**config.mk**
```make
export PLATFORM = sky130hd
export DESIGN_NAME = io_handshake_unit
export DESIGN_NICKNAME = d
export VERILOG_FILES = /design/src/rtl/io_pkg.sv /design/src/rtl/button_debouncer.sv /design/src/rtl/io_handshake_unit.sv
export SDC_FILE = /design/constraint.sdc
export NUM_CORES = 1
export LEC_CHECK = 0
export ABC_CLOCK_PERIOD_IN_PS = 4600
export BUFFER_PORTS_ARGS = -buffer_cell sky130_fd_sc_hd__buf_2
export CAP_MARGIN = 15
export CORE_AREA = 2 2 126 91
export DETAILED_ROUTE_END_ITERATION = 8
export DIE_AREA = 0 0 128 93
export PLACE_DENSITY = 0.53
export SLEW_MARGIN = 15
export SYNTH_ARGS = -nofsm -noshare
export SYNTH_HDL_FRONTEND = slang
export SYNTH_SLANG_ARGS = --single-unit
export TNS_END_PERCENT = 5
```
**constraint.sdc**
```tcl
create_clock -name clk -period 4.6 [get_ports clk]
set_input_delay 0.23 -clock clk [delete_from_list [all_inputs] [get_ports clk]]
set_output_delay 0.23 -clock clk [all_outputs]
set_load 0.005 [all_outputs]
```
**src/rtl/io_pkg.sv**
```systemverilog
// Shared definitions for the operator I/O handshake stage: state encoding
// and default datapath widths.
package io_pkg;

    localparam int DATA_W_DEF = 32;
    localparam int SW_W_DEF   = 18;

    typedef logic [1:0] state_t;

    localparam state_t IDLE         = 2'd0;
    localparam state_t WAIT_PRESS   = 2'd1;
    localparam state_t WAIT_RELEASE = 2'd2;
    localparam state_t DONE         = 2'd3;

endpackage

```
**src/rtl/button_debouncer.sv**
```systemverilog
// Two-flop synchronizer plus stability counter for one raw operator button;
// yields a clean level and a one-cycle rising-edge pulse.
module button_debouncer #(
    parameter int DEBOUNCE_CYCLES = 250000
) (
    input  logic clk,
    input  logic rst_n,
    input  logic btn_raw,
    output logic btn_clean,
    output logic btn_rise
);

    localparam int CNT_W = $clog2(DEBOUNCE_CYCLES + 1);
    localparam logic [CNT_W-1:0] CNT_LAST = CNT_W'(DEBOUNCE_CYCLES - 1);

    logic             sync1_r;
    logic             sync2_r;
    logic             clean_r;
    logic             clean_q_r;
    logic [CNT_W-1:0] cnt_r;

    // Synchronizer chain for the asynchronous button input
    always_ff @(posedge clk or negedge rst_n) begin
        if (!rst_n) begin
            sync1_r <= 1'b0;
            sync2_r <= 1'b0;
        end else begin
            sync1_r <= btn_raw;
            sync2_r <= sync1_r;
        end
    end

    // Clean level only flips after the synchronized level disagrees for the full window
    always_ff @(posedge clk or negedge rst_n) begin
        if (!rst_n) begin
            cnt_r   <= '0;
            clean_r <= 1'b0;
        end else if (sync2_r != clean_r) begin
            if (cnt_r == CNT_LAST) begin
                cnt_r   <= '0;
                clean_r <= ~clean_r;
            end else begin
                cnt_r <= cnt_r + CNT_W'(1);
            end
        end else begin
            cnt_r <= '0;
        end
    end

    // Delayed clean level for edge detection
    always_ff @(posedge clk or negedge rst_n) begin
        if (!rst_n) begin
            clean_q_r <= 1'b0;
        end else begin
            clean_q_r <= clean_r;
        end
    end

    assign btn_clean = clean_r;
    assign btn_rise  = clean_r & ~clean_q_r;

endmodule

```
**src/rtl/io_handshake_unit.sv**
```systemverilog
// Operator handshake for `in`/`out` instructions: stalls the core via flag
// until a debounced confirm press, captures data, then releases for one cycle.
module io_handshake_unit
    import io_pkg::*;
#(
    parameter int DATA_W          = DATA_W_DEF,
    parameter int SW_W            = SW_W_DEF,
    parameter int DEBOUNCE_CYCLES = 250000
) (
    input  logic              clk,
    input  logic              rst_n,
    input  logic              io_in_req,
    input  logic              io_out_req,
    input  logic [SW_W-1:0]   switches,
    input  logic              confirm_btn,
    input  logic [DATA_W-1:0] out_data,
    output logic              flag,
    output logic [DATA_W-1:0] in_data,
    output logic [DATA_W-1:0] display_data,
    output logic              display_valid,
    output logic              busy
);

    state_t            state_r;
    state_t            next_state_s;
    logic              req_s;
    logic              capture_s;
    logic              btn_clean_s;
    logic              btn_rise_s;
    logic              flag_s;
    logic              busy_s;
    logic [DATA_W-1:0] in_data_r;
    logic [DATA_W-1:0] display_data_r;
    logic              display_valid_r;

    button_debouncer #(
        .DEBOUNCE_CYCLES(DEBOUNCE_CYCLES)
    ) u_confirm_db (
        .clk      (clk),
        .rst_n    (rst_n),
        .btn_raw  (confirm_btn),
        .btn_clean(btn_clean_s),
        .btn_rise (btn_rise_s)
    );

    assign req_s     = io_in_req | io_out_req;
    assign capture_s = (state_r == WAIT_PRESS) & req_s & btn_rise_s;

    // State register
    always_ff @(posedge clk or negedge rst_n) begin
        if (!rst_n) begin
            state_r <= IDLE;
        end else begin
            state_r <= next_state_s;
        end
    end

    // Next-state logic; a dropped request always aborts back to IDLE
    always_comb begin
        next_state_s = state_r;
        case (state_r)
            IDLE: begin
                if (req_s) next_state_s = WAIT_PRESS;
                else       next_state_s = IDLE;
            end
            WAIT_PRESS: begin
                if (!req_s)          next_state_s = IDLE;
                else if (btn_rise_s) next_state_s = WAIT_RELEASE;
                else                 next_state_s = WAIT_PRESS;
            end
            WAIT_RELEASE: begin
                if (!req_s)            next_state_s = IDLE;
                else if (!btn_clean_s) next_state_s = DONE;
                else                   next_state_s = WAIT_RELEASE;
            end
            DONE:    next_state_s = IDLE;
            default: next_state_s = IDLE;
        endcase
    end

    // Outputs; flag stays combinational so the stall lands in the request's first cycle
    always_comb begin
        flag_s = 1'b0;
        busy_s = 1'b0;
        case (state_r)
            IDLE: begin
                flag_s = req_s;
                busy_s = 1'b0;
            end
            WAIT_PRESS, WAIT_RELEASE: begin
                flag_s = req_s;
                busy_s = 1'b1;
            end
            DONE: begin
                flag_s = 1'b0;
                busy_s = 1'b1;
            end
            default: begin
                flag_s = 1'b0;
                busy_s = 1'b0;
            end
        endcase
    end

    // Captured data; `in` wins when both requests are decoded together
    always_ff @(posedge clk or negedge rst_n) begin
        if (!rst_n) begin
            in_data_r       <= '0;
            display_data_r  <= '0;
            display_valid_r <= 1'b0;
        end else if (capture_s) begin
            if (io_in_req) begin
                in_data_r <= DATA_W'(switches);
            end else begin
                display_data_r  <= out_data;
                display_valid_r <= 1'b1;
            end
        end else begin
            in_data_r       <= in_data_r;
            display_data_r  <= display_data_r;
            display_valid_r <= display_valid_r;
        end
    end

    assign flag          = flag_s;
    assign busy          = busy_s;
    assign in_data       = in_data_r;
    assign display_data  = display_data_r;
    assign display_valid = display_valid_r;

endmodule
```
==> results.md <==
* TritonCTS buffer count at 9
* Die footprint at 11900 µm²
* Fill cells at about 1000
* Setup TNS at 0 ps
* PortBufs at about 110
* Initial Utilization at 0.292
* Crit start category: register
* Die height at slightly above 90 µm
* Top-area cell type share of the netlist area at 0.599
* Met3 Usage GRT at 0.0395
* Clock sink count at 75
* M1 GR Usage at 0.138
* Main area contributors after synthesis: dfrtp_1, mux2_2, buf_4
* Antenna viol nets, final at 0
* Core ar. at between 10000 and 15000 µm²
* Flop pwr share at 0.470
* Relative slew margins at 0.375
* Setup bufs post-CTS at 0
* Hold Path Class: in2reg
* Syn Std Cell Area at 3130 µm²
* Post-CTS sizing at 0
* Cells after synthesis at 235
* Crit path DAT at 2150 ps
* Clock tree buffer depth at 2
* Met2 Use GR at 0.167
* Count leader, synth: dfrtp_1
* HPWL after detailed placement at ~4300 µm
* Initial drt markers at approximately 140
* Share of layout cells above drive strength 1 at 0.509
* Routability Congestion at 0.787
* Sequential fraction of the synthesis area at 0.599
* Area delta synth->final at 29.8%
* Run status: completed
* GRT Total Usage at 0.108
* R2R Path Start: u_confirm_db.cnt_r[0]$_DFF_PN0_
* Worst Setup End Kind: register
* Cell taking the most area after synthesis: dfrtp_1
* Endpoints failing setup at 0
* Nets at 403
* Largest net degree at the start of global routing at 76
* Final period util at 0.430
* Setup Skew at between 10 and 15 ps
* Num rows at 32
* Worst r2r path cells at 4
* Comb pwr share at 0.034
* Hold_ws at around 18 ps
* Register area at approximately 1900 µm²
* Antenna Diode Count at 0
* Clock Latency Late Sink at 330 ps
* Worst-path clk slew at 50 ps
* RSZ-0062 raised after global routing: no
* Top post-synthesis cells by count: dfrtp_1, mux2_2, nor2_1, buf_4, xnor2_1
* Pint at between 1 and 1.5 mW
* Worst-Margin Slew at 938 ps
* TritonRoute pass-1 iters at 4
* Hold-fix buffers at CTS at 0
* Number of synthesized flops with an enable pin at 0
* Pre-CTS WS at 2610 ps
* Global-route wire length before repair at between 9000 and 10000 µm
* Slew Limit Fails at 0
* Worst Path Class, Setup: reg2reg
* Switching share of power at 0.201
* Peak supply drop at between 150 and 200 µV
* GRT overflow at 0
* Htree depth at 3
* Root Driver: clkbuf_16
* Highest achievable clock rate at between 500 and 600 MHz
* Final hold vios at 0
* FF-to-FF End: u_confirm_db.cnt_r[7]$_DFF_PN0_
* Critical Path RT at between 4000 and 5000 ps
* PD cells at around 350 nW/µm²
* Critical Path Source: u_confirm_db.cnt_r[0]$_DFF_PN0_
* TritonCTS clock tree: built
* Reg-to-reg slack, setup at about 2600 ps
* Worst setup margin at between 2000 and 3000 ps
* Min Tclk post-route at 1980 ps
* Yosys reg bits at between 70 and 80
* Via/cell ratio at around 4.3
* Sw power at ~280 µW
* Leak at about 2.2 nW
* Largest fanout on the critical path at 18
* Initial antenna violation count at 0
* Clock power frac at 0.496
* Max-cap viol count at 0
* FFs w/ async S/R, synth at 1.00
* Most Used Layer, Global Route: met2
* Drc violations at 0
* Top_reg_cell synth: dfrtp_1
* Yosys warns at 0
* Routed vias at 2105
* Area of the multi-input gates at 1150 µm²
* Width of the die at about 130 µm
* DR WL/cell at ~13 µm
* Post-Route WL at 6140 µm
* Cell variety after synth at 29
* IO Pins at between 100 and 150
* Vias in the first global route at approximately 2000
* Mean Syn Cell Area at around 13 µm²
* CP Capture Point: u_confirm_db.cnt_r[7]$_DFF_PN0_
layer usage:
metal / part of all wire / vias up
met3: 0.072 / 8
met2: 0.45 / 87
met4: 0.015 / 0
met5: 0 / -
li1: - / 1015
met1: 0.46 / 995
registers in the layout, indices dropped and copies added (netlist names):
register,cells
state_r,2
u_confirm_db.clean_q_r,1
display_valid,1
u_confirm_db.cnt_r,18
u_confirm_db.sync2_r,1
u_confirm_db.sync1_r,1
in_data,18
display_data,32
u_confirm_db.btn_clean,1
worst max-delay path: stages, from the launching register on:
cell and delay, ps:
dfrtp_1 360, ha_1 200, nand4_1 340, o31ai_4 790, nor2_1 130
cell type report:
cell class,count,area share
clock inverters,4,0.0120
multi-input cells,148,0.283
flip-flops and latches,75,0.462
well taps,136,0.0418
inverters,5,0.00462
repair buffers,108,0.134
clock buffers,12,0.0631
cells by family after synthesis:
family          after synthesis  synth area share
simple gates                 59             0.101
mux                          51             0.183
other cells                   1           0.00120
xor+xnor                     15            0.0420
buf+inv                      25            0.0491
flops                        75             0.599
compound gates                8            0.0196
fa+ha+maj                     1           0.00399
per-stage QoR:
step                power (mW)  std cells  instance area (µm²)   util
floorplan                0.697        248                 3180      -
global placement         0.727        472                 3760  0.351
detailed placement       0.727        472                 3760  0.351
CTS                       1.45        488                 4070  0.379
global route              1.49        488                 4070  0.379
finish                    1.42        488                 4070  0.379
layout by cell type (no fill, tap or decap), drive strengths merged:
cell type	netlist	routed
buf	20	108
dfrtp	75	75
mux2	51	51
nor2	20	20
conb	1	14
xnor2	12	12
clkbuf	0	12
nor4	6	6
nand4	6	6
nand3	5	5
inv	5	5
nand2	5	5
nor3	5	5
a21oi	4	4
xor2	3	3
or2	3	3
o31ai	3	3
clkinv	0	3
nand2b	2	2
or4	2	2
and3	1	1
nor2b	1	1
and3b	1	1
o21ai	1	1
and2	1	1
nand3b	1	1
ha	1	1
bufinv	0	1
power by group through the flow:
stage               sequential, mW  clock, mW  combinational [mW]
finish                       0.666      0.704              0.0477
global route                 0.666      0.763              0.0565
CTS                          0.666      0.730              0.0500
detailed placement           0.678          0              0.0497
global placement             0.678          0              0.0493
floorplan                    0.677          0              0.0199
worst min-delay path by stage:
stage / slack (ps) / start / cells after the start / end
2_1_floorplan: -70 / rst_n / 0 / display_data[0]$_DFFE_PN0P_
6_report: 20 / confirm_btn / 1 / u_confirm_db.sync1_r$_DFF_PN0_
4_1_cts: 3 / confirm_btn / 1 / u_confirm_db.sync1_r$_DFF_PN0_
3_5_place_dp: 330 / u_confirm_db.sync1_r$_DFF_PN0_ / 0 / u_confirm_db.sync2_r$_DFF_PN0_
3_3_place_gp: 340 / u_confirm_db.sync1_r$_DFF_PN0_ / 0 / u_confirm_db.sync2_r$_DFF_PN0_
5_1_grt: 2 / confirm_btn / 1 / u_confirm_db.sync1_r$_DFF_PN0_
Note: power is estimated with default switching activity, not from simulation.
